$ cat config.mk
export PLATFORM = sky130hd
export DESIGN_NAME = fpu_fcvt_w_seq
export DESIGN_NICKNAME = d
export VERILOG_FILES = /design/src/rtl/fpu_fcvt_w_seq.sv
export SDC_FILE = /design/constraint.sdc
export NUM_CORES = 1
export LEC_CHECK = 0
export ABC_CLOCK_PERIOD_IN_PS = 5800
export CORE_MARGIN = 3
export CORE_UTILIZATION = 45
export CTS_CLUSTER_DIAMETER = 50
export CTS_CLUSTER_SIZE = 12
export DETAILED_ROUTE_END_ITERATION = 8
export DONT_BUFFER_PORTS = 1
export GPL_TIMING_DRIVEN = 0
export SLEW_MARGIN = 20
export SYNTH_ARGS = -nofsm -noshare
export SYNTH_HDL_FRONTEND = slang
export SYNTH_SLANG_ARGS = --single-unit
$ cat constraint.sdc
create_clock -name clk -period 5.8 [get_ports clk]
set_input_delay 1.16 -clock clk [delete_from_list [all_inputs] [get_ports clk]]
set_output_delay 1.16 -clock clk [all_outputs]
set_load 0.05 [all_outputs]
$ cat src/rtl/fpu_fcvt_w_seq.sv
// fpu_fcvt_w_seq: iterative FCVT.W.S / FCVT.WU.S (round toward zero).
// Shifts the significand one bit per cycle into integer position, then negates if needed.
// Optional macro FCVT_FLAGS_EN: when defined, drives fflags {nv, nx} and tracks sticky bits;
// when undefined, fflags is tied to zero and the sticky logic is absent.
`timescale 1ns/1ps
module fpu_fcvt_w_seq (
    input  logic        clk,
    input  logic        rst,
    input  logic        start,
    input  logic [31:0] rs1,
    input  logic        is_unsigned,
    output logic        busy,
    output logic        done,
    output logic [31:0] result,
    output logic [1:0]  fflags
);

    typedef enum logic [1:0] {StIdle, StShift, StFinish} state_e;

    state_e      state_q;
    logic        sign_q;
    logic        special_q;
    logic        left_q;
    logic [31:0] acc_q;
    logic [31:0] spec_res_q;
    logic [4:0]  cnt_q;

    logic [7:0]  in_exp;
    logic [22:0] in_frac;
    logic        cls_special;
    logic        cls_left;
    logic [4:0]  cls_cnt;
    logic [31:0] cls_res;

    assign in_exp  = rs1[30:23];
    assign in_frac = rs1[22:0];

    // Classify the incoming operand; is_unsigned only matters here, so it is not stored.
    always_comb begin
        cls_special = 1'b1;
        cls_res     = 32'h0000_0000;
        cls_left    = in_exp > 8'd150;
        cls_cnt     = cls_left ? 5'(in_exp - 8'd150) : 5'(8'd150 - in_exp);
        if (rs1[30:0] == 31'h0) begin
            cls_res = 32'h0000_0000;
        end else if (in_exp == 8'hFF && in_frac != 23'h0) begin
            cls_res = is_unsigned ? 32'hFFFF_FFFF : 32'h7FFF_FFFF;
        end else if (in_exp < 8'd127) begin
            cls_res = 32'h0000_0000;
        end else if (is_unsigned) begin
            if (rs1[31]) begin
                cls_res = 32'h0000_0000;
            end else if (in_exp > 8'd158) begin
                cls_res = 32'hFFFF_FFFF;
            end else begin
                cls_special = 1'b0;
            end
        end else begin
            // -2^31 is the only representable value with e == 158.
            if (in_exp > 8'd158 || (in_exp == 8'd158 && !(rs1[31] && in_frac == 23'h0))) begin
                cls_res = rs1[31] ? 32'h8000_0000 : 32'h7FFF_FFFF;
            end else begin
                cls_special = 1'b0;
            end
        end
    end

    // Main FSM: latch operand, shift one bit per cycle, then write back the result.
    always_ff @(posedge clk) begin
        if (rst) begin
            state_q    <= StIdle;
            busy       <= 1'b0;
            done       <= 1'b0;
            result     <= 32'h0000_0000;
            cnt_q      <= 5'd0;
            acc_q      <= 32'h0000_0000;
            sign_q     <= 1'b0;
            special_q  <= 1'b0;
            left_q     <= 1'b0;
            spec_res_q <= 32'h0000_0000;
        end else begin
            done <= 1'b0;
            unique case (state_q)
                StIdle: begin
                    if (start) begin
                        sign_q     <= rs1[31];
                        acc_q      <= {8'h00, 1'b1, in_frac};
                        special_q  <= cls_special;
                        spec_res_q <= cls_res;
                        left_q     <= cls_left;
                        cnt_q      <= cls_special ? 5'd0 : cls_cnt;
                        busy       <= 1'b1;
                        state_q    <= (cls_special || cls_cnt == 5'd0) ? StFinish : StShift;
                    end
                end
                StShift: begin
                    acc_q <= left_q ? (acc_q << 1) : (acc_q >> 1);
                    cnt_q <= cnt_q - 5'd1;
                    if (cnt_q == 5'd1) begin
                        state_q <= StFinish;
                    end
                end
                StFinish: begin
                    result  <= special_q ? spec_res_q : (sign_q ? -acc_q : acc_q);
                    done    <= 1'b1;
                    busy    <= 1'b0;
                    state_q <= StIdle;
                end
                default: state_q <= StIdle;
            endcase
        end
    end

`ifdef FCVT_FLAGS_EN
    logic       sticky_q;
    logic [1:0] spec_flags_q;
    logic [1:0] cls_flags;

    // Specials: nx for nonzero values below 1.0, nv for every other nonzero special.
    always_comb begin
        cls_flags = 2'b00;
        if (rs1[30:0] != 31'h0) begin
            if (in_exp < 8'd127) begin
                cls_flags = 2'b01;
            end else begin
                cls_flags = {cls_special, 1'b0};
            end
        end
    end

    // Sticky collects bits dropped by right shifts; flags update together with result.
    always_ff @(posedge clk) begin
        if (rst) begin
            sticky_q     <= 1'b0;
            spec_flags_q <= 2'b00;
            fflags       <= 2'b00;
        end else begin
            if (state_q == StIdle && start) begin
                sticky_q     <= 1'b0;
                spec_flags_q <= cls_flags;
            end else if (state_q == StShift && !left_q) begin
                sticky_q <= sticky_q | acc_q[0];
            end else if (state_q == StFinish) begin
                fflags <= special_q ? spec_flags_q : {1'b0, sticky_q};
            end
        end
    end
`else
    assign fflags = 2'b00;
`endif

endmodule

**Word-level counts from Yosys, hierarchy flattened**

Cells that the tools add are included.

- Output and inout bits: 36
- Word-level logic and storage cells: 73
- Input bits: 36
- Bits in registers: 108

- $add $sub $neg: 4
- Magnitude comparators: 3
- Equal/unequal tests: 7
- Multiplexer cells: 32
- Reduce and logical (&&, ||, !) cells: 17

Operators with widths:

| operator | number |
|---|---|
| 2-to-1 mux 32 bit | 13 |
| one-hot mux 32 bit (2 select lines) | 1 |
| negator 32 bit | 1 |
| zero test 31 bit | 1 |
| zero test 23 bit | 1 |
| nonzero test 23 bit | 1 |
| == test 8 bit, second input constant | 2 |
| greater-than comparator 8 bit, second input constant | 2 |
| 2-to-1 mux 5 bit | 3 |
| one-hot mux 5 bit (2 select lines) | 1 |
| 2-to-1 mux 1 bit | 9 |
| < comparator 8 x 7 -> 1 bit, second input constant | 1 |
| AND reduction 2 bit | 4 |
| 2-to-1 mux 2 bit | 3 |
| == test 5 x 1 -> 1 bit, second input constant | 1 |
| zero test 5 bit | 1 |
| subtractor 5 x 1 -> 5 bit, second input constant | 1 |
| subtractor 5 bit, first input constant | 1 |
| subtractor 5 bit, second input constant | 1 |
| != test 2 bit, second input constant | 2 |
| one-hot mux 2 bit (2 select lines) | 1 |
| nonzero test 2 bit | 2 |
| logical AND 1 bit | 3 |
| == test 2 x 1 -> 1 bit, second input constant | 1 |
| other kinds (5) | 6 |

**Depth between registers and ports, before layout**

- Depth after elaboration: 14
- Gate-level depth with buffers: 8
- Gate-level depth less buffers: 7

**Least setup slack after synthesis**

OpenSTA, ideal clock, no wires.

- Kind: input to register
- From: input port rs1[23]
- To: register state_q[1]
- Buffers on the path: 0
- Data required time: 5.678 ns
- Library setup time: 0.122 ns
- Arrival time: 2.497 ns
- Slack: 3.181 ns
- Cell stages on the path: 7
- Path through: inv_1 ha_1 nand3b_1 a21boi_1 mux2i_1 nor4_1 o311a_1

- Word-level cells in the longest chain between the ends: 12

RTL lines:

| what | RTL line | text |
|---|---|---|
| start, declared | 10 | `input logic [31:0] rs1,` |
| branches (longest 8 deep; another with greater-than comparator 8 bit) | -- |  |
| logical OR 1 bit (*) | 93 | `state_q <= (cls_special \|\| cls_cnt == 5'd0) ? StFinish : StShift;` |
| 2-to-1 mux 2 bit (*) | 93 |  |
| 2-to-1 mux 2 bit (*) | 85 | `if (start) begin` |
| one-hot mux 2 bit (2 select lines) (*) | 83 | `unique case (state_q)` |
| end signal, assigned | 93 |  |
| end signal, assigned | 100 | `state_q <= StFinish;` |
| end signal, assigned | 107 | `state_q <= StIdle;` |
| end, declared | 20 | `state_e state_q;` |

Every way passes the cells marked *. The select of a mux whose other input is x is not followed.
A chain may end at the register's enable or synchronous reset.

**Worst setup path in the final report**

- From: input port rs1[0]
- To: register cnt_q[2]

- Word-level cells in the longest chain between the ends: 13

RTL lines:

| what | RTL line | text |
|---|---|---|
| zero test 23 bit | 60 | `if (in_exp > 8'd158 \|\| (in_exp == 8'd158 && !(rs1[31] && in_frac == 23'h0))) begin` |
| logical AND 1 bit | 60 |  |
| zero test 1 bit | 60 |  |
| logical AND 1 bit | 60 |  |
| logical OR 1 bit | 60 |  |
| 2-to-1 mux 1 bit | 60 |  |
| 2-to-1 mux 1 bit | 50 | `end else if (is_unsigned) begin` |
| 2-to-1 mux 1 bit | 48 | `end else if (in_exp < 8'd127) begin` |
| 2-to-1 mux 1 bit | 46 | `end else if (in_exp == 8'hFF && in_frac != 23'h0) begin` |
| 2-to-1 mux 1 bit (*) | 44 | `if (rs1[30:0] == 31'h0) begin` |
| 2-to-1 mux 5 bit (*) | 91 | `cnt_q <= cls_special ? 5'd0 : cls_cnt;` |
| 2-to-1 mux 5 bit (*) | 85 |  |
| one-hot mux 5 bit (2 select lines) (*) | 83 |  |
| end signal, assigned | 91 |  |
| end signal, assigned | 98 | `cnt_q <= cnt_q - 5'd1;` |
| end, declared | 26 | `logic [4:0] cnt_q;` |

Every way passes the cells marked *; elsewhere a longest branch is shown, timed or not. The select of a mux whose other input is x is not followed.

==> impl_results.md <==
- Status: complete, no violations
- Setup TNS: 0 ps
- CP peak stage delay: 550 ps
- Commonest cells after routing, fill and taps aside: nand2_1 (79), dfxtp_1 (78), nor2_1 (52), a21oi_1 (50), clkbuf_1 (45)
- Async S/R FF share, synth: 0%
- Mux contribution to synthesized area: 7.268%
- TritonCTS Sinks: 78
- Global route overflow: 0
- Root Buffer: clkbuf_8
- Initial core utilization: 46.77%
- Clock Skew: 10.44 ps
- Synth Area in XOR/XNOR: 4.854%
- CTS resizes: 0
- Standard-cell rows: 37
- Commonest non-fill, non-tap cell in the layout: nand2_1
- First-pass GRT wire length: 22.43 mm
- Setup ws final: 3017 ps
- RSZ-0062 raised after global routing: false
- CTS tree: done
- CTS clk-pin slew, worst paths: 80 ps
- Mapped Cells: 614
- Crit start category: input port
- Tmin final: 2783 ps
- Layout area overhead: 7.678%
- Critical Path RT: 6070 ps
- Num CTS Buffers: 9
- DR WL/cell: 18.57 um
- Routed vias/inst: 6.027
- Initial DRC count: 275
- ANT cells: 0
- Post-synthesis cell type count: 62
- Final slew viol count: 0
- Placeable core area: 10420 um^2
- Setup Fix Bufs, Post-CTS: 0
- Simple-gate share of the synthesized area: 22.03%
- Chip Width: 110.1 um
- CTS Buffer Depth: 2
- Yosys warns: 0
- Final HPWL DP: 10.47 mm
- Initial antenna violation count: 0
- Max FO, Critical Path: 7
- Via count: 4623
- CTS Hold Bufs: 0
- IO Port Bufs: 0
- Fin crit share: 47.97%
- Final #Nets: 672
- Die area: 12110 um^2
- Layout fillers: 1045
- Fmax: 0.3594 GHz
- CP Cell Sequence: nor4_1 > nand4_1 > o21ai_1 > o211ai_1 > a211oi_1
- Synth Area in Compound Gates: 25.40%
- Die Y: 110.1 um
- Slew Limit Headroom: 42.17%
- Io pins: 72
- Tot GR Track Use: 24.09%
- Vias in the first global route: 4366
- Main flop type after synthesis: dfxtp_1
- # setup viols final: 0
- Sequential element share of the synthesized area: 32.05%
- Final hold vios: 0
- Synthesized area: 4872 um^2
- Class of the worst hold path: reg -> reg
- WL final: 14.24 mm
- Adder-cell share of the synthesized area: 2.568%
- Routed Antenna Nets: 0
- Register bit count reported by yosys: 78
- Setup WS pre-CTS: 2818 ps
- Cell Pwr Density: 261.7 nW/um^2
- Placer congestion estimate: 0.8937
- Clk_lat worst skew: 370 ps
- VDD IR max: 163.7 uV
- Residual DRC: 0
- Share of cells above drive strength 1: 7.290%
- Largest family of logic cells by synthesized area: compound AO/OA/AOI/OAI gates
- Crit end category: register
- Avg Inst Size Synth: 7.935 um^2
- CP Data Arrival Time: 3050 ps
- Crit-path slowest cell: o21ai_1
- Least-Margin Pin Slew: 865.5 ps
- Worst setup path class: in -> reg
- Max cap viols: 0
- H-Tree Depth: 3
- Drt first pass iters: 5
- Post-synth EDFFs: 0
- Static leakage: 1.706 nW
- Largest net degree at the start of global routing: 13
## power by group
| group | internal (mW) | total (mW) | switching [mW] | leakage [nW] |
|---|---|---|---|---|
| sequential | 0.568 | 0.654 | 0.0854 | 0.637 |
| combinational | 0.108 | 0.293 | 0.185 | 0.963 |
| clock | 0.220 | 0.426 | 0.206 | 0.106 |
## worst max-delay path: cells and delay by family
family          cells  cell delay, ps
compound gates      3            1050
simple gates        2             830
## final timing paths
check        startpoint          to  slack (ps)  depth (start not counted)
max              rs1[0]    cnt_q[2]        3020                          5
min           acc_q[17]   acc_q[17]         520                          2
max reg2reg   acc_q[14]  result[29]        3190                          8
min reg2reg   acc_q[17]   acc_q[17]         520                          2
## stage by stage
step | cell area, um^2 | power, mW | util [%] | hold slack, ps | instances
3_3_place_gp | 5046 | 0.9501 | 48.44 | 491.0 | 751
6_report | 5246 | 1.373 | 50.37 | 524.2 | 767
2_1_floorplan | 4876 | 0.8834 | - | 459.2 | 615
5_1_grt | 5246 | 1.439 | 50.37 | 544.9 | 767
4_1_cts | 5246 | 1.378 | 50.37 | 517.6 | 767
3_5_place_dp | 5046 | 0.9551 | 48.44 | 506.7 | 751
## layer usage
layer	up-vias	part of all wire (%)	global-route usage (%)
met4	0	2.7	9.617
met5	-	0	0
met3	34	6.9	6.698
li1	2250	-	-
met2	142	45	37.31
met1	2197	45	31.65
## logic make-up after synthesis
| family | count (synthesis) |
|---|---|
| AO/OA/AOI/OAI | 178 |
| multiplexers | 35 |
| XOR/XNOR | 27 |
| AND/OR/NAND/NOR | 218 |
| flip-flops | 78 |
| adder cells (fa/ha/maj) | 10 |
| buffers and inverters | 67 |
| other | 1 |
## flip-flops by register name, summed over array words and instances (netlist names)
signal,flops
left_q,1
cnt_q,5
special_q,1
done,1
spec_res_q,2
sign_q,1
state_q,2
busy,1
acc_q,32
result,32
## Yosys cell counts, types with 3 or more instances
cell type	n	area share (%)
nand2_1	79	6.1
dfxtp_1	78	32
nor2_1	52	4.0
a21oi_1	50	5.1
clkbuf_1	44	3.4
o211ai_1	37	5.7
mux2i_1	32	6.6
o21ai_0	26	2.7
xor2_1	16	2.9
nor3_1	12	1.2
xnor2_1	11	2.0
ha_1	10	2.6
inv_1	10	0.77
or3_1	10	1.3
nor2b_1	9	1.2
nor4_1	9	1.2
nand2b_1	8	1.0
o31ai_1	8	1.2
o41ai_1	8	1.4
or4_1	7	1.1
a211oi_1	6	0.92
buf_2	5	0.51
nand3_1	5	0.51
buf_1	4	0.31
nand4b_1	4	0.72
nor3b_1	4	0.62
o21a_1	4	0.62
o21ai_1	4	0.41
or2_2	4	0.51
a21oi_2	3	0.54
a311oi_1	3	0.54
mux2_2	3	0.69
nand3b_1	3	0.46
o221ai_2	3	0.92
o22ai_1	3	0.39
o311ai_2	3	1.0
## final cells by class
cell class | instances | area (um^2) | share of cell area [%]
flip-flops and latches | 78 | 1562 | 29.76
clock inverters | 4 | 45.04 | 0.8586
clock buffers | 12 | 155.1 | 2.957
plain buffers | 57 | 242.7 | 4.627
well taps | 136 | 170.2 | 3.243
inverters | 10 | 37.54 | 0.7155
multi-input cells | 470 | 3034 | 57.83
(Power assumes the default switching activity.)
